--- config.mk ---
export PLATFORM = sky130hd
export DESIGN_NAME = spart_line_decoder
export DESIGN_NICKNAME = d
export VERILOG_FILES = /design/src/rtl/spart_line_decoder.sv
export SDC_FILE = /design/constraint.sdc
export NUM_CORES = 1
export LEC_CHECK = 0
export ABC_CLOCK_PERIOD_IN_PS = 4500
export BUFFER_PORTS_ARGS = -buffer_cell sky130_fd_sc_hd__buf_2
export CAP_MARGIN = 20
export CORE_AREA = 3 3 124 126
export CTS_CLUSTER_SIZE = 40
export DETAILED_ROUTE_END_ITERATION = 12
export DIE_AREA = 0 0 127 129
export RECOVER_POWER = 100
export SLEW_MARGIN = 20
export SYNTH_ARGS = -nofsm -noshare
export SYNTH_HDL_FRONTEND = slang
export SYNTH_SLANG_ARGS = --single-unit
export TNS_END_PERCENT = 1
--- constraint.sdc ---
create_clock -name clk -period 4.5 [get_ports clk]
set_input_delay 0.9 -clock clk [delete_from_list [all_inputs] [get_ports clk]]
set_output_delay 0.9 -clock clk [all_outputs]
set_load 0.01 [all_outputs]
--- src/rtl/spart_line_decoder.sv ---
// SPART 8N1 line receiver: synchronises rxd, recovers frames with 16x oversampling
// and hands completed bytes to a host through an rda / rd_ack handshake.
module spart_line_decoder #(
  parameter int DIV_W       = 16,
  parameter int SYNC_STAGES = 2
) (
  input  logic             clk,
  input  logic             rst,
  input  logic             rxd,
  input  logic [DIV_W-1:0] div,
  input  logic             rd_ack,
  output logic [7:0]       rx_data,
  output logic             rda,
  output logic             overrun,
  output logic             frame_err,
  output logic             busy
);

  typedef enum logic [2:0] {
    S_IDLE,
    S_START,
    S_DATA,
    S_STOP,
    S_BREAK
  } state_e;

  localparam logic [DIV_W-1:0] ONE = DIV_W'(1);

  logic [SYNC_STAGES-1:0] sync_q, sync_d;
  logic                   rs_prev_q, rs_prev_d;
  state_e                 state_q, state_d;
  logic [DIV_W-1:0]       cnt_q, cnt_d;
  logic [DIV_W-1:0]       div_l_q, div_l_d;
  logic [3:0]             sc_q, sc_d;
  logic [2:0]             bit_idx_q, bit_idx_d;
  logic [7:0]             shift_q, shift_d;
  logic [7:0]             rx_data_q, rx_data_d;
  logic                   rda_q, rda_d;
  logic                   overrun_q, overrun_d;
  logic                   frame_err_q, frame_err_d;
  logic                   busy_q, busy_d;

  logic                   rs;
  logic                   tick;
  logic                   good;
  logic [DIV_W-1:0]       div_eff;

  assign rs      = sync_q[SYNC_STAGES-1];
  assign div_eff = (div == '0) ? ONE : div;
  assign tick    = (state_q inside {S_START, S_DATA, S_STOP}) && (cnt_q == '0);

  // NOTE: every _d gets a default before the case so no path leaves it unassigned (no latches).
  always_comb begin
    sync_d      = {sync_q[SYNC_STAGES-2:0], rxd};
    rs_prev_d   = rs;
    state_d     = state_q;
    cnt_d       = cnt_q;
    div_l_d     = div_l_q;
    sc_d        = sc_q;
    bit_idx_d   = bit_idx_q;
    shift_d     = shift_q;
    rx_data_d   = rx_data_q;
    rda_d       = rda_q;
    overrun_d   = overrun_q;
    frame_err_d = 1'b0;
    good        = 1'b0;

    if (state_q inside {S_START, S_DATA, S_STOP}) begin
      cnt_d = tick ? (div_l_q - ONE) : (cnt_q - ONE);
    end

    unique case (state_q)
      S_IDLE: begin
        cnt_d = '0;
        sc_d  = '0;
        if (rs_prev_q && !rs) begin
          state_d = S_START;
          div_l_d = div_eff;
          cnt_d   = div_eff - ONE;
        end
      end
      S_START: begin
        if (tick) begin
          sc_d = sc_q + 4'd1;
          if (sc_q == 4'd7) begin
            // A start bit that is high again at its midpoint was only a glitch.
            if (!rs) begin
              state_d   = S_DATA;
              sc_d      = '0;
              bit_idx_d = '0;
            end else begin
              state_d = S_IDLE;
            end
          end
        end
      end
      S_DATA: begin
        if (tick) begin
          sc_d = sc_q + 4'd1;
          if (sc_q == 4'd15) begin
            shift_d   = {rs, shift_q[7:1]};
            bit_idx_d = bit_idx_q + 3'd1;
            if (bit_idx_q == 3'd7) state_d = S_STOP;
          end
        end
      end
      S_STOP: begin
        if (tick) begin
          sc_d = sc_q + 4'd1;
          if (sc_q == 4'd15) begin
            if (rs) begin
              good    = 1'b1;
              state_d = S_IDLE;
            end else begin
              frame_err_d = 1'b1;
              state_d     = S_BREAK;
            end
          end
        end
      end
      S_BREAK: begin
        if (rs) state_d = S_IDLE;
      end
      default: state_d = S_IDLE;
    endcase

    if (rd_ack) begin
      rda_d     = 1'b0;
      overrun_d = 1'b0;
    end
    // An ack in the same cycle as a new byte consumes the old one, so no overrun.
    if (good) begin
      rx_data_d = shift_q;
      rda_d     = 1'b1;
      if (rda_q && !rd_ack) overrun_d = 1'b1;
    end

    busy_d = (state_d != S_IDLE);
  end

  // NOTE: sequential state uses non-blocking assignments only; all next values come from _d.
  always_ff @(posedge clk or negedge rst) begin
    if (!rst) begin
      sync_q      <= '1;
      rs_prev_q   <= 1'b1;
      state_q     <= S_IDLE;
      cnt_q       <= '0;
      div_l_q     <= ONE;
      sc_q        <= '0;
      bit_idx_q   <= '0;
      shift_q     <= '0;
      rx_data_q   <= '0;
      rda_q       <= 1'b0;
      overrun_q   <= 1'b0;
      frame_err_q <= 1'b0;
      busy_q      <= 1'b0;
    end else begin
      sync_q      <= sync_d;
      rs_prev_q   <= rs_prev_d;
      state_q     <= state_d;
      cnt_q       <= cnt_d;
      div_l_q     <= div_l_d;
      sc_q        <= sc_d;
      bit_idx_q   <= bit_idx_d;
      shift_q     <= shift_d;
      rx_data_q   <= rx_data_d;
      rda_q       <= rda_d;
      overrun_q   <= overrun_d;
      frame_err_q <= frame_err_d;
      busy_q      <= busy_d;
    end
  end

  assign rx_data   = rx_data_q;
  assign rda       = rda_q;
  assign overrun   = overrun_q;
  assign frame_err = frame_err_q;
  assign busy      = busy_q;

endmodule

After elaboration in Yosys (flattened, before gate mapping)

Cells that the tools add are included.

Register bits after elaboration: 65
Latch bits: 0
Memory bits (writable): 0
ROM bits: 0
Bits of input ports: 20
Output and inout bits: 12
Memories: 0

$add $sub $neg: 5
Multipliers: 0
Div/mod/pow operators: 0
$lt $le $gt $ge: 0
Eq/ne operators: 13
Shift operators: 0
Mux-type cells: 41
Bitwise logic cells: 0
Reductions and logical operators: 19

Operator list:

| operator              | number |
|---|---|
| $mux 16               | 5 |
| $sub 16x1->16 const B | 3 |
| $mux 3                | 15 |
| $logic_not 16->1      | 2 |
| $mux 4                | 4 |
| $pmux 3 s5            | 1 |
| $mux 1                | 13 |
| $pmux 4 s3            | 1 |
| $reduce_bool 3->1     | 3 |
| $eq 3x2->1 const B    | 2 |
| $eq 3x3->1 const B    | 2 |
| $ne 2x1->1 const B    | 3 |
| $ne 2x2->1 const B    | 3 |
| $pmux 3 s2            | 1 |
| $reduce_and 3->1      | 2 |
| $reduce_and 6->1      | 1 |
| $reduce_bool 2->1     | 3 |
| $add 4x1->4 const B   | 1 |
| $eq 4x3->1 const B    | 1 |
| $eq 4x4->1 const B    | 1 |
| $add 3x1->3 const B   | 1 |
| $eq 3x1->1 const B    | 1 |
| $logic_and 1x1->1     | 3 |
| $logic_not 3->1       | 1 |
| other kinds (4)       | 5 |

Longest topological paths before layout

Word-level depth: 6
Depth in mapped cells: 15
Depth with buffers taken out: 12

Least setup slack after synthesis

No wires, ideal clock.

Path type: reg-to-reg
From: register cnt_q[1]
To: register cnt_q[14]
Library setup time: 0.155 ns
Arrival time: 3.130 ns
Required time: 4.345 ns
Path slack: 1.215 ns
Cell stages (with the launch flop): 15
Path buffers: 2
Clock period less this slack: 3.285 ns
Cells stage by stage: dfrtp_1 -> or4_4 -> or4_1 -> buf_2 -> nor3_1 -> buf_2 -> a21oi_1 -> ha_1 -> nor3b_1 -> and3_1 -> o41a_1 -> nand2b_1 -> a2111oi_0 -> nand2b_1 -> o221ai_1

Word-level cells in the longest chain between the ends: 5

RTL lines:

| element                                                               | RTL line | source |
|---|---|---|
| start: declaration                                                    | 32       | `logic [DIV_W-1:0] cnt_q, cnt_d;` |
| start signal: assignment                                              | 161      | `cnt_q <= cnt_d;` |
| parallel branches: the longest is 2 deep, another holds $sub 16x1->16 | n/a      |  |
| $mux 16 (*)                                                           | 69       | `cnt_d = tick ? (div_l_q - ONE) : (cnt_q - ONE);` |
| $mux 16 (*)                                                           | 68       | `if (state_q inside {S_START, S_DATA, S_STOP}) begin` |
| $mux 16 (*)                                                           | 72       | `unique case (state_q)` |

Every way passes the cells marked *. The select of a mux whose other input is x is not followed.
A chain may end at the register's enable or synchronous reset.

Worst setup path after layout

From: register cnt_q[1]
To: register rx_data_q[6] (netlist: rx_data[6])

Word-level cells in the longest chain between the ends: 4

RTL lines:

| element                | RTL line | source |
|---|---|---|
| $logic_not 16->1       | 50       | `assign tick = (state_q inside {S_START, S_DATA, S_STOP}) && (cnt_q == '0);` |
| $logic_and 1x1->1      | 50       |  |
| $mux 1                 | 108      | `if (tick) begin` |
| $mux 1                 | 72       |  |
| end signal: assignment | 166      | `rx_data_q <= rx_data_d;` |
| end: declaration       | 37       | `logic [7:0] rx_data_q, rx_data_d;` |

Every way passes these cells.

==> reports/metrics.yaml <==
gr-total-overflow: 0
start_util: 0.2490
yosysWarnings: 0
clock_path_buffers: 2
h-tree-depth: 3
finClkSkew_ns: 0.007530
switching_power_mw: 0.7613
grt_pass1_vias: 2901
syn_to_final_growth_pct: 16.27
share_comb_of_total_power: 0.250
power_density_nw_per_um2: 519.6
maxCapViolCount: 1
cp_max_fo: 10
clockPowerShare: 0.330
wl_per_cell_um: 15.18
synth_edf_count: 0
cp_slowest_cell: "nor3_1"
routed_wl_mm: 8.939
holdWs_ns: 0.3615
vias: 3036
syn_area_um2: 3591
crit_buf_inv: 0
hold_class: "register to register"
p_leak_nw: 1.775
routed_via_density: 5.154
syn_avg_cell_area_um2: 9.732
seq_area_frac_synth: 0.4544
cts_buffers: 9
cts_setup_buffers: 0
grt_max_degree: 42
fin_tns_setup_ns: 0
grt_pass1_wl_mm: 14.80
crit_required_ns: 4.73
end_kind: "register"
ir_drop_mv: 0.2925
crit_chain: "or4_1 -> or4_1 -> nor2_1 -> nand4_4 -> nor3_1 -> mux2_2"
final_common_cell: "nand2_1"
drc: 0
rsz0062_at_grt: "false"
ctsResizeCount: 0
clock.fmax_ghz: 0.2587
syn-num-nets: 394
layout_min_cycle_time_ns: 3.866
path_common_cell: "or4_1"
synth-seq-cells: 65
power.internal_mw: 1.408
worst_slew_pin_slew_ns: 2.289
failed_checks: "max-capacitance violations, max-slew violations"
cts_tree: "yes"
firstDrtPassIters: 4
hpwl_mm: 6.255
cts_sinks: 65
slew_headroom: -0.5259
port_buffers: 31
die_area_um2: 16380
insertedDiodeCount: 0
setup_viol: 0
rows: 44
final_layout_size_suffix_gt1_frac: 0.1556
die_y_um: 129
grt_usage: 0.1134
crit_family: "simple AND/OR/NAND/NOR gates"
synthDistinctLibCells: 61
async_flop_share: 1.000
gp_congestion: 0.8611
pwr-share-seq: 0.420
path_class: "register to register"
postSynthCellCount: 369
hold_violations: 0
clk_latency_ns: 0.35
first_iter_violations: 207
cts_root_buf: "clkbuf_16"
cp-start-kind: "register"
cts_hold_buffers: 0
max_stage_delay_ns: 1.03
core_area_um2: 14420
nets: 425
status: "complete, but fails checks"
ys.flop_type: "dfrtp_1"
antenna_found_initial: 0
switching_share: 0.3509
drv_slew: 42
antenna_left: 0
io_pins: 32
arrival_ns: 4.10
final_cell_mix: "65 x nand2_1, 61 x dfrtp_1, 23 x a21oi_1"
clk_pin_slew_ns: 0.06
period_share: 0.8591
die_w_um: 127
power.total_mw: 2.169
-- per-stage QoR --
stage               setup WS [ns]  cell area (um2)  cells    util
floorplan                   1.215             3591    369       -
global placement           0.9564             3958    573  0.2744
detailed placement         0.8445             3958    573  0.2744
CTS                        0.9373             4263    589  0.2955
global route               0.3388             4175    589  0.2895
finish                     0.6341             4175    589  0.2895
-- Yosys cell counts (all sizes together) (5+ instances only) --
| library cell | n | area (um2) |
|---|---|---|
| mux2 | 18 | 202.7 |
| clkbuf | 12 | 45.04 |
| nor2 | 22 | 82.58 |
| xor2 | 8 | 70.07 |
| o221ai | 6 | 52.55 |
| nand2b | 6 | 37.54 |
| nor4 | 9 | 56.30 |
| ha | 5 | 62.56 |
| nand2 | 65 | 244.0 |
| dfrtp | 61 | 1526 |
| xnor2 | 9 | 78.83 |
| buf | 5 | 25.03 |
| o21ai | 12 | 60.06 |
| nor3 | 17 | 107.6 |
| a21oi | 23 | 115.1 |
| nand3 | 7 | 35.03 |
-- worst paths after layout --
| check | from | end | slack (ns) | cells after the start |
|---|---|---|---|---|
| setup / recovery | cnt_q[1] | rx_data[6] | 0.63 | 6 |
| hold / removal | sync_q[0] | sync_q[1] | 0.36 | 0 |
| setup reg to reg | cnt_q[1] | rx_data[6] | 0.63 | 6 |
| hold reg to reg | sync_q[0] | sync_q[1] | 0.36 | 0 |
| max in group asynchronous | rst | shift_q[5] | 1.18 | 2 |
| min in group asynchronous | rst | div_l_q[13] | 1.24 | 1 |
-- cells by family (layout without fill, tap and decap cells) --
group                    after synthesis  in the layout  share of synthesized area
AND/OR/NAND/NOR                      156            156                     0.2324
AO/OA/AOI/OAI                         86             86                     0.1697
flip-flops                            65             65                     0.4544
multiplexers                          20             20                    0.06202
buffers and inverters                 20             56                    0.02265
XOR/XNOR                              17             17                    0.04147
adder cells (fa/ha/maj)                5              5                    0.01742
-- registers in the layout (all words and copies together) (netlist names) --
signal	cells
state_q	3
overrun	1
busy	1
bit_idx_q	3
div_l_q	16
rda	1
shift_q	8
sync_q	2
rx_data	8
sc_q	4
frame_err	1
cnt_q	16
rs_prev_q	1
-- power groups by stage --
stage | Sequential, mW | Clock, mW | Combinational (mW)
CTS | 0.907 | 0.737 | 0.564
global route | 0.936 | 0.765 | 0.614
detailed placement | 0.914 | 0 | 0.562
floorplan | 0.855 | 0 | 0.449
global placement | 0.913 | 0 | 0.544
finish | 0.911 | 0.715 | 0.543
-- layer usage --
layer,vias to the layer above,wire length [um],track usage,part of all wire
met5,-,0,0,0
met4,0,266,0.05741,0.030
met3,21,609,0.04151,0.068
met2,108,4059,0.1691,0.45
met1,1478,4003,0.1447,0.45
li1,1429,-,-,-
-- final cells by class --
cell class,instances,area [um2]
clock inverter,7,80.08
sequential,65,1632
fill,1545,10250
tap,184,230.2
timing repair buffer,37,171.4
inverter,3,11.26
clock buffer,9,225.2
multi-input combinational,284,1826
No activity file was read; power rests on OpenSTA's default activity.
